File: config.mk
export PLATFORM = sky130hd
export DESIGN_NAME = calc_cmd_scheduler
export DESIGN_NICKNAME = d
export VERILOG_FILES = /design/src/rtl/calc_cmd_scheduler.sv
export SDC_FILE = /design/constraint.sdc
export NUM_CORES = 1
export LEC_CHECK = 0
export BUFFER_PORTS_ARGS = -buffer_cell sky130_fd_sc_hd__buf_4
export CAP_MARGIN = 20
export CELL_PAD_IN_SITES_DETAIL_PLACEMENT = 1
export CELL_PAD_IN_SITES_GLOBAL_PLACEMENT = 2
export CORE_ASPECT_RATIO = 0.9
export CORE_UTILIZATION = 39
export DETAILED_ROUTE_END_ITERATION = 12
export PLACE_DENSITY = 0.9
export SYNTH_ARGS = -nofsm -noshare
export SYNTH_HDL_FRONTEND = slang
export SYNTH_SLANG_ARGS = --single-unit
export TNS_END_PERCENT = 30
File: constraint.sdc
create_clock -name clock -period 6.1 [get_ports clock]
set_clock_uncertainty 0.1 [all_clocks]
set_input_delay 0.61 -clock clock [delete_from_list [all_inputs] [get_ports clock]]
set_output_delay 0.61 -clock clock [all_outputs]
set_load 0.02 [all_outputs]
File: src/rtl/calc_cmd_scheduler.sv
// Command scheduler in front of calc_top: round-robin arbitration of two
// command sources into a small FIFO, paced replay on calc_cmd, and error recovery.
module calc_cmd_scheduler #(
  parameter int unsigned DEPTH       = 4,
  parameter int unsigned HOLD_CYCLES = 10,
  parameter int unsigned GAP_CYCLES  = 2,
  parameter logic [3:0]  IDLE_CMD    = 4'b1111,
  parameter logic [3:0]  CLEAR_CMD   = 4'b1011
) (
  input  logic                         clock,
  input  logic                         reset,
  input  logic                         src0_valid,
  input  logic [3:0]                   src0_cmd,
  output logic                         src0_ready,
  input  logic                         src1_valid,
  input  logic [3:0]                   src1_cmd,
  output logic                         src1_ready,
  input  logic [1:0]                   calc_status,
  input  logic                         err_clear,
  output logic [3:0]                   calc_cmd,
  output logic [$clog2(DEPTH+1)-1:0]   fifo_count,
  output logic                         err_flag
);

  localparam int unsigned CNT_W  = $clog2(DEPTH + 1);
  localparam int unsigned PTR_W  = (DEPTH > 1) ? $clog2(DEPTH) : 1;
  localparam int unsigned HOLD_W = $clog2(HOLD_CYCLES + 1);
  localparam int unsigned GAP_W  = $clog2(GAP_CYCLES + 1);
  localparam logic [1:0]  STAT_READY = 2'b00;
  localparam logic [1:0]  STAT_ERROR = 2'b10;

  typedef enum logic [2:0] {
    S_IDLE,
    S_DRIVE,
    S_GAP,
    S_ERROR,
    S_CLEAR
  } state_e;

  state_e             state_q, state_d;
  logic [HOLD_W-1:0]  hold_cnt_q, hold_cnt_d;
  logic [GAP_W-1:0]   gap_cnt_q, gap_cnt_d;
  logic [3:0]         cmd_lat_q, cmd_lat_d;
  logic [3:0]         calc_cmd_q, calc_cmd_d;
  logic               err_flag_q, err_flag_d;
  logic               last_grant_q, last_grant_d;
  logic [3:0]         mem_q [DEPTH];
  logic [3:0]         mem_d [DEPTH];
  logic [PTR_W-1:0]   wr_ptr_q, wr_ptr_d;
  logic [PTR_W-1:0]   rd_ptr_q, rd_ptr_d;
  logic [CNT_W-1:0]   count_q, count_d;

  logic               can_push;
  logic               grant0;
  logic               grant1;
  logic               push;
  logic               pop;
  logic               flush;
  logic [3:0]         push_cmd;

  function automatic logic [PTR_W-1:0] ptr_inc(input logic [PTR_W-1:0] p);
    return (p == PTR_W'(DEPTH - 1)) ? '0 : p + PTR_W'(1);
  endfunction

  // Arbitration, FIFO bookkeeping, sequencing FSM and registered output decode.
  always_comb begin
    state_d      = state_q;
    hold_cnt_d   = hold_cnt_q;
    gap_cnt_d    = gap_cnt_q;
    cmd_lat_d    = cmd_lat_q;
    last_grant_d = last_grant_q;
    mem_d        = mem_q;
    wr_ptr_d     = wr_ptr_q;
    rd_ptr_d     = rd_ptr_q;
    count_d      = count_q;
    pop          = 1'b0;
    flush        = 1'b0;

    can_push   = (count_q < CNT_W'(DEPTH)) && (state_q != S_ERROR) &&
                 (state_q != S_CLEAR) && reset;
    // last_grant_q==1 means src1 won last, so src0 has priority on a conflict
    grant0     = src0_valid && (!src1_valid || last_grant_q);
    grant1     = src1_valid && (!src0_valid || !last_grant_q);
    src0_ready = grant0 && can_push;
    src1_ready = grant1 && can_push;
    push       = src0_ready || src1_ready;
    push_cmd   = src0_ready ? src0_cmd : src1_cmd;
    if (push) begin
      last_grant_d = src1_ready;
    end

    case (state_q)
      S_IDLE: begin
        if (calc_status == STAT_ERROR) begin
          state_d = S_ERROR;
        end else if ((count_q != '0) && (calc_status == STAT_READY)) begin
          pop        = 1'b1;
          cmd_lat_d  = mem_q[rd_ptr_q];
          hold_cnt_d = HOLD_W'(HOLD_CYCLES - 1);
          state_d    = S_DRIVE;
        end
      end
      S_DRIVE, S_CLEAR: begin
        if (hold_cnt_q == '0) begin
          gap_cnt_d = GAP_W'(GAP_CYCLES - 1);
          state_d   = S_GAP;
        end else begin
          hold_cnt_d = hold_cnt_q - HOLD_W'(1);
        end
      end
      S_GAP: begin
        if (calc_status == STAT_ERROR) begin
          state_d = S_ERROR;
        end else if (gap_cnt_q == '0) begin
          state_d = S_IDLE;
        end else begin
          gap_cnt_d = gap_cnt_q - GAP_W'(1);
        end
      end
      S_ERROR: begin
        flush = 1'b1;
        if (err_clear) begin
          hold_cnt_d = HOLD_W'(HOLD_CYCLES - 1);
          state_d    = S_CLEAR;
        end
      end
      default: state_d = S_IDLE;
    endcase

    if (flush) begin
      wr_ptr_d = '0;
      rd_ptr_d = '0;
      count_d  = '0;
    end else begin
      if (push) begin
        mem_d[wr_ptr_q] = push_cmd;
        wr_ptr_d        = ptr_inc(wr_ptr_q);
      end
      if (pop) begin
        rd_ptr_d = ptr_inc(rd_ptr_q);
      end
      case ({push, pop})
        2'b10:   count_d = count_q + CNT_W'(1);
        2'b01:   count_d = count_q - CNT_W'(1);
        default: count_d = count_q;
      endcase
    end

    // Outputs are decoded from the next state so they line up with the state register.
    case (state_d)
      S_DRIVE: calc_cmd_d = cmd_lat_d;
      S_CLEAR: calc_cmd_d = CLEAR_CMD;
      default: calc_cmd_d = IDLE_CMD;
    endcase
    err_flag_d = (state_d == S_ERROR) || (state_d == S_CLEAR);
  end

  always_ff @(posedge clock or negedge reset) begin
    if (!reset) begin
      state_q      <= S_IDLE;
      hold_cnt_q   <= '0;
      gap_cnt_q    <= '0;
      cmd_lat_q    <= '0;
      calc_cmd_q   <= IDLE_CMD;
      err_flag_q   <= 1'b0;
      last_grant_q <= 1'b1;
      mem_q        <= '{default: '0};
      wr_ptr_q     <= '0;
      rd_ptr_q     <= '0;
      count_q      <= '0;
    end else begin
      state_q      <= state_d;
      hold_cnt_q   <= hold_cnt_d;
      gap_cnt_q    <= gap_cnt_d;
      cmd_lat_q    <= cmd_lat_d;
      calc_cmd_q   <= calc_cmd_d;
      err_flag_q   <= err_flag_d;
      last_grant_q <= last_grant_d;
      mem_q        <= mem_d;
      wr_ptr_q     <= wr_ptr_d;
      rd_ptr_q     <= rd_ptr_d;
      count_q      <= count_d;
    end
  end

  assign calc_cmd   = calc_cmd_q;
  assign fifo_count = count_q;
  assign err_flag   = err_flag_q;

endmodule

==> reports/results.ini, run 1 <==
[global_routing]
gr-total-overflow=0
grt_pass1_wl_um=8430
gr-usage-all-layers=0.192
first_global_vias=1669
grt_max_degree=44
antenna_found_initial=0

[worst_setup_path]
crit_path_max_fanout=43
crit_type=primary input to primary output
endpoint_kind=primary output
path_common_cell=buf_4
required_ns=5.39
r2r_start=state_q[0]
crit_arrival_ns=1.96
startpoint_type=primary input
max_stage_delay_ns=0.43
crit_family=simple AND/OR/NAND/NOR gates
reg2reg_depth=6
slowest_stage=buf_4
cp_num_buf_inv=2
startpoint=reset
path_cells=buf_4, nand2b_1, or3_1, nor2_1, buf_4
cp.depth=5

[timing]
fin_crit_sh=0.438
period_needed_ns=2.67
slew_headroom=0.593
worst_slew_pin_slew_ns=0.605
rsz0062_at_grt=false
setup_viol=0
max_freq_mhz=374
drv_slew=0
whs_ns=0.182
tns_ns=0
final-hold-violation-count=0
setup_ws_ns=3.43

[clock_network]
cts_resized=0
clock_sinks=42
ctsHtreeMaxLevel=2
numCtsBuffers=5
clockBufferDepth=2
cts_setup_buffers=0
cts.clk_slew.worst_paths_ns=0.09
clk_latency_ns=0.30
cts-root-buf=clkbuf_8
cts_hold_buf=0
cts_tree=built

[placed_design]
hpwlAfterDp_um=3530
dpl_worst_slack_ns=3.19
placed_cells=300
gp_congestion=0.760
io_buffers=24

[finish]
area_growth_pct=14.4
fin_cells=308
num_antenna_cells=0
fillers=618
drive_gt1_frac=0.203
nets=263

[floorplanning]
die_y_um=72.7
start_util=0.409
die_x_um=80.5
std_cell_rows=25
ioPinCount=25
coreArea_sq_um=5290
dieArea_sq_um=5850

[synthesis]
synth-edff-count=0
ys_types=44
synth.avg_cell_area_sq_um=9.84
synth_seq_cells=42
syn_inst=220
seq_area_frac_synth=0.488
yosys_warnings=0
async_reset_ff_frac=1.00
synth_nets=243
syn_area_sq_um=2160
synth_ff_type=dfrtp_1

[worst_hold_path]
holdCritPathClass=primary input to async pin

[routing]
via_per_inst=5.45
ant_nets=0
drt-pass1-iter-count=4
wl_um=4900
drc=0
via_count=1678
post_drt_wl_per_cell_um=15.9
drt-initial-drc-count=55

[pwr]
power_density_nw_per_um2=522
finalPower_mw=1.29
leakage_nw=1.09
peakVddDrop_mv=0.193

[run]
drv_cap=0

[outcome]
status=completed

==> report_power, final <==
| part | switching, mW | internal, mW |
|---|---|---|
| Clock | 0.0993 | 0.0809 |
| Sequential | 0.124 | 0.419 |
| Combinational | 0.311 | 0.257 |
==> registers in the layout, summed over array words and instances, names as in the netlist <==
register      cells
mem_q            16
calc_cmd          4
cmd_lat_q         4
hold_cnt_q        4
fifo_count        3
state_q           3
gap_cnt_q         2
rd_ptr_q          2
wr_ptr_q          2
err_flag          1
last_grant_q      1
==> cell type report <==
class,count,area (sq um),area share
inverter,11,41.3,0.0167
sequential,42,1060,0.427
clock buffer,6,72.6,0.0293
timing repair buffer,25,188,0.0758
clock inverter,2,13.8,0.00556
tap,67,83.8,0.0339
multi-input combinational,155,1020,0.412
==> cells in the mapped netlist (2+ instances only) <==
cell type   n  share of area
nor3b_1     4          0.014
dfrtp_1    37           0.43
nand2_1    26          0.045
mux4_2      4          0.042
a21o_1      3          0.010
o311a_1     2         0.0092
o31ai_1     3          0.010
nor3_1      7          0.016
and3_1      2         0.0058
inv_1      11          0.019
nor2b_1     2         0.0058
nor4_1      2         0.0058
nor2_1     10          0.017
or3_1       3         0.0087
clkbuf_1    6          0.010
o22ai_1     6          0.017
o21ai_0     4         0.0092
a21oi_1    38          0.088
dfstp_2     5          0.061
nand2b_1    4          0.012
or2_2       4          0.012
buf_2       5          0.012
and2_1      5          0.014
ha_1        7          0.040
==> final timing paths <==
check	to	slack (ns)
setup / recovery	src1_ready	3.43
hold / removal	cmd_lat_q[0]	0.18
setup reg to reg	fifo_count[1]	3.48
hold reg to reg	cmd_lat_q[1]	0.39
max in group asynchronous	last_grant_q	5.34
min in group clock	cmd_lat_q[1]	0.39
==> routing by layer <==
metal  GRT usage  part of all wire  vias to the layer above
met2       0.296              0.44                       35
li1            -                 -                      820
met1       0.268              0.51                      817
met5           0                 0                        -
met4      0.0714             0.016                        0
met3      0.0375             0.031                        6
==> cells in the final DEF, fill, tap and decap left out, drive strengths merged, types with 2 or more instances in the layout <==
| cell type | Yosys | final |
|---|---|---|
| clkbuf | 6 | 6 |
| nand2 | 26 | 26 |
| or3 | 3 | 3 |
| and2 | 5 | 5 |
| o22ai | 6 | 6 |
| nor4 | 3 | 3 |
| dfstp | 5 | 5 |
| dfrtp | 37 | 37 |
| o311a | 2 | 2 |
| nor2 | 10 | 10 |
| nor3 | 8 | 8 |
| inv | 11 | 11 |
| a21oi | 38 | 38 |
| nor3b | 4 | 4 |
| buf | 6 | 25 |
| nand2b | 4 | 4 |
| nor2b | 2 | 2 |
| and3 | 2 | 2 |
| mux4 | 4 | 4 |
| ha | 7 | 7 |
| o31ai | 3 | 3 |
| o21ai | 4 | 4 |
| clkinv | 0 | 2 |
| a21o | 3 | 3 |
| or2 | 4 | 4 |
==> kinds of logic (layout without fill, tap and decap cells) <==
logic type	count (synthesis)	after routing	share of synthesized area
buf+inv	23	44	0.0445
xor+xnor	1	1	0.00405
compound gates	64	64	0.176
simple gates	76	76	0.186
mux	6	6	0.0514
flops	42	42	0.488
fa+ha+maj	8	8	0.0497
==> per-stage QoR <==
stage                     utilization  cell area, sq um
after detailed placement        0.452              2390
after global placement          0.452              2390
after CTS                       0.468              2480
after global routing            0.468              2480
after floorplan                     -              2160
final                           0.468              2480
No activity file was read; power rests on OpenSTA's default activity.
==> run 2: changes to the inputs <==
--- a/config.mk
+++ b/config.mk
@@ -5,14 +5,15 @@
 export SDC_FILE = /design/constraint.sdc
 export NUM_CORES = 1
 export LEC_CHECK = 0
+export ABC_AREA = 1
 export BUFFER_PORTS_ARGS = -buffer_cell sky130_fd_sc_hd__buf_4
 export CAP_MARGIN = 20
 export CELL_PAD_IN_SITES_DETAIL_PLACEMENT = 1
 export CELL_PAD_IN_SITES_GLOBAL_PLACEMENT = 2
 export CORE_ASPECT_RATIO = 0.9
-export CORE_UTILIZATION = 39
+export CORE_UTILIZATION = 34
 export DETAILED_ROUTE_END_ITERATION = 12
-export PLACE_DENSITY = 0.9
+export PLACE_DENSITY = 0.86
 export SYNTH_ARGS = -nofsm -noshare
 export SYNTH_HDL_FRONTEND = slang
 export SYNTH_SLANG_ARGS = --single-unit
==> constraint.sdc (replaced) <==
create_clock -name clock -period 2.6 [get_ports clock]
set_clock_uncertainty 0.1 [all_clocks]
set_input_delay 0.26 -clock clock [delete_from_list [all_inputs] [get_ports clock]]
set_output_delay 0.26 -clock clock [all_outputs]
set_load 0.02 [all_outputs]
==> reports/results.ini, run 2 <==
[clock_network]
numCtsBuffers=5  ; unchanged
cts-root-buf=clkbuf_8
ctsHtreeMaxLevel=2  ; unchanged
clockBufferDepth=2  ; unchanged
cts_tree=built
clock_sinks=42  ; unchanged
cts.clk_slew.worst_paths_ns=0.09  ; about the same
clk_latency_ns=0.31  ; about the same
cts_setup_buffers=0  ; unchanged

[synthesis]
synth_ff_type=dfrtp_1
yosysMostFrequentCell=nand2_1
synth-edff-count=0  ; unchanged
syn_area_sq_um=2210  ; +2.1%
syn_inst=280  ; +27%
netlist_top_cells_count=77 x nand2_1, 40 x inv_1, 37 x dfrtp_1
synth.avg_cell_area_sq_um=7.89  ; -20%
synth_nets=303  ; +25%
seq_area_frac_synth=0.478  ; -0.00996
synth_seq_cells=42  ; unchanged
yosys_warnings=0  ; unchanged
yosysTopAreaCell=dfrtp_1
synthDominantCellAreaShare=0.419  ; -0.00872
ys_top_cells_by_area=dfrtp_1 42%, nand2_1 13%, inv_1 6.8%, dfstp_2 5.9%, o21ai_0 5.4%
ys_types=28  ; -36%
async_reset_ff_frac=1.00  ; unchanged

[worst_setup_path]
worst-r2r-setup-slack_ns=0.23  ; -3.25 ns
reg2reg_depth=14  ; +8
path_cells=dlygate4sd3_1, buf_4, inv_1, nor2_1, nand2_1, nor2_2, o21ai_4, nand2_1, inv_1, fa_1, xnor2_2, inv_1, nand2_1, nand2_1, nand2_1, nand2_1
crit_path_end=fifo_count[2]
crit_path_max_fanout=6  ; -86%
crit_arrival_ns=2.56  ; +0.60 ns
endpoint_kind=register
startpoint_type=primary input
crit_type=primary input to register
path_common_cell=nand2_1
required_ns=2.70  ; -2.69 ns
slowest_stage=dlygate4sd3_1
startpoint=reset
reg2reg_to=fifo_count[2]
max_stage_delay_ns=0.53  ; +0.10 ns
r2r_start=state_q[1]

[floorplanning]
die_x_um=87.0  ; +8.0%
coreArea_sq_um=6180  ; +17%
ioPinCount=25  ; unchanged
start_util=0.357  ; -0.0520
dieArea_sq_um=6830  ; +17%
die_y_um=78.5  ; +8.0%
std_cell_rows=27  ; +8.0%

[routing]
drc=0  ; unchanged
via_per_inst=4.74  ; -13%
ant_nets=0  ; unchanged
via_count=1897  ; +13%
drt-initial-drc-count=62  ; +13%
drt-pass1-iter-count=4  ; unchanged
post_drt_wl_per_cell_um=13.4  ; -16%
wl_um=5370  ; +9.7%

[timing]
slew_headroom=0.634  ; +0.0410
final-hold-violation-count=0  ; unchanged
period_needed_ns=2.47
fin_crit_sh=0.949
tns_ns=0  ; unchanged
whs_ns=0.262  ; +0.0799 ns
drv_slew=0  ; unchanged
setup_viol=0  ; unchanged
worst_slew_pin_slew_ns=0.549  ; -0.0552 ns
max_freq_mhz=405

[finish]
multi_input_area_sq_um=978  ; -4.0%
mostFrequentLayoutCell=nand2_1
drive_gt1_frac=0.166  ; -0.0372
area_growth_pct=18.2
final_area_sq_um=2610  ; +5.5%
regMostFlops=mem_q
nets=335  ; +27%
fillers=782  ; +27%
num_antenna_cells=0  ; unchanged
largest_reg_flops=16  ; unchanged
final_core_util=0.423  ; -0.0458
final_cell_mix=77 x nand2_1, 40 x inv_1, 37 x dfrtp_1, 27 x buf_4, 24 x o21ai_0
register_area_sq_um=1060  ; unchanged

[placed_design]
placed_area_sq_um=2500  ; +4.8%
gp_congestion=0.756  ; -0.55%
hpwlAfterDp_um=4130  ; +17%
io_buffers=24  ; unchanged

[global_routing]
grt_max_degree=43  ; -2.3%
first_global_vias=1994  ; +19%
gr-total-overflow=0  ; unchanged
antenna_found_initial=0  ; unchanged
gr-usage-all-layers=0.176  ; -0.0159
grt_pass1_wl_um=9160  ; +8.6%

[outcome]
status=completed

[pwr]
power_density_nw_per_um2=1130  ; +120%
peakVddDrop_mv=0.404  ; +110%
leakage_nw=1.32  ; +21%
finalPower_mw=2.95  ; +130%

[worst_hold_path]
holdCritPathClass=primary input to register

[run]
drv_cap=0  ; unchanged

## run 2: cell types whose count changed in the layout (fill, tap and decap cells not counted), sizes merged, moves of 5 or more
cell   previous run  this run
nand4             0         5
and2              5         0
a21oi            38        10
o22ai             6         0
o21ai             4        39
nand2            26        78
nand3             1        14
inv              11        44
nor2             10        23
## run 2: area by class of cell
cell class / count / share of cell area
inverter: 44 / 0.0632
clock inverter: 3 / 0.00814
timing repair buffer: 28 / 0.0814
multi-input combinational: 191 / 0.375
sequential: 42 / 0.405
tap: 87 / 0.0417
clock buffer: 5 / 0.0263
## run 2: kinds of logic (layout without fill, tap and decap cells)
group | Yosys count | in the layout | synth area share
compound gates | 55 | 55 | 0.136
flops | 42 | 42 | 0.478
buf+inv | 47 | 80 | 0.0821
fa+ha+maj | 8 | 8 | 0.0487
simple gates | 125 | 125 | 0.242
xor+xnor | 3 | 3 | 0.0119
## run 2: repair_timing
item	4_1_cts	5_1_grt
setup endpoints to repair	0	1
gates resized for setup	0	1
hold endpoints to repair	37	0
hold buffers	1	0
## run 2: metrics by stage
stage                     std cells  setup slack [ns]
after global routing            400           -0.0232
after detailed placement        391             0.229
after global placement          391             0.426
final                           400             0.134
after floorplan                 280             0.432
after CTS                       400             0.145
## run 2: layer usage
layer	part of all wire	wire [um]	global-route usage
met3	0.036	193	0.0484
met2	0.45	2410	0.274
met5	0	0	0
met1	0.51	2720	0.243
met4	0.0084	45	0.0383
## run 2: worst min path at each step
stage / slack (ns) / cells after the start / start / endpoint
final: 0.26 / 5 / src0_cmd[0] / mem_q[12]
after global routing: 0.28 / 5 / src0_cmd[0] / mem_q[0]
after CTS: 0.26 / 5 / src0_cmd[0] / mem_q[12]
after detailed placement: 0.28 / 2 / reset / wr_ptr_q[1]
after global placement: 0.28 / 2 / reset / mem_q[10]
after floorplan: -0.14 / 0 / reset / cmd_lat_q[0]
## run 2: report_power, final
part	internal (mW)	switching [mW]
Clock	0.189	0.244
Sequential	0.970	0.205
Combinational	0.495	0.846
Total	1.65	1.29
## run 2: worst max-delay path: cells and delay by family
| kind | cells | cell delay (ns) |
|---|---|---|
| XOR/XNOR | 1 | 0.23 |
| buffers and inverters | 5 | 0.82 |
| AO/OA/AOI/OAI | 1 | 0.08 |
| adder cells (fa/ha/maj) | 1 | 0.42 |
| AND/OR/NAND/NOR | 8 | 0.75 |
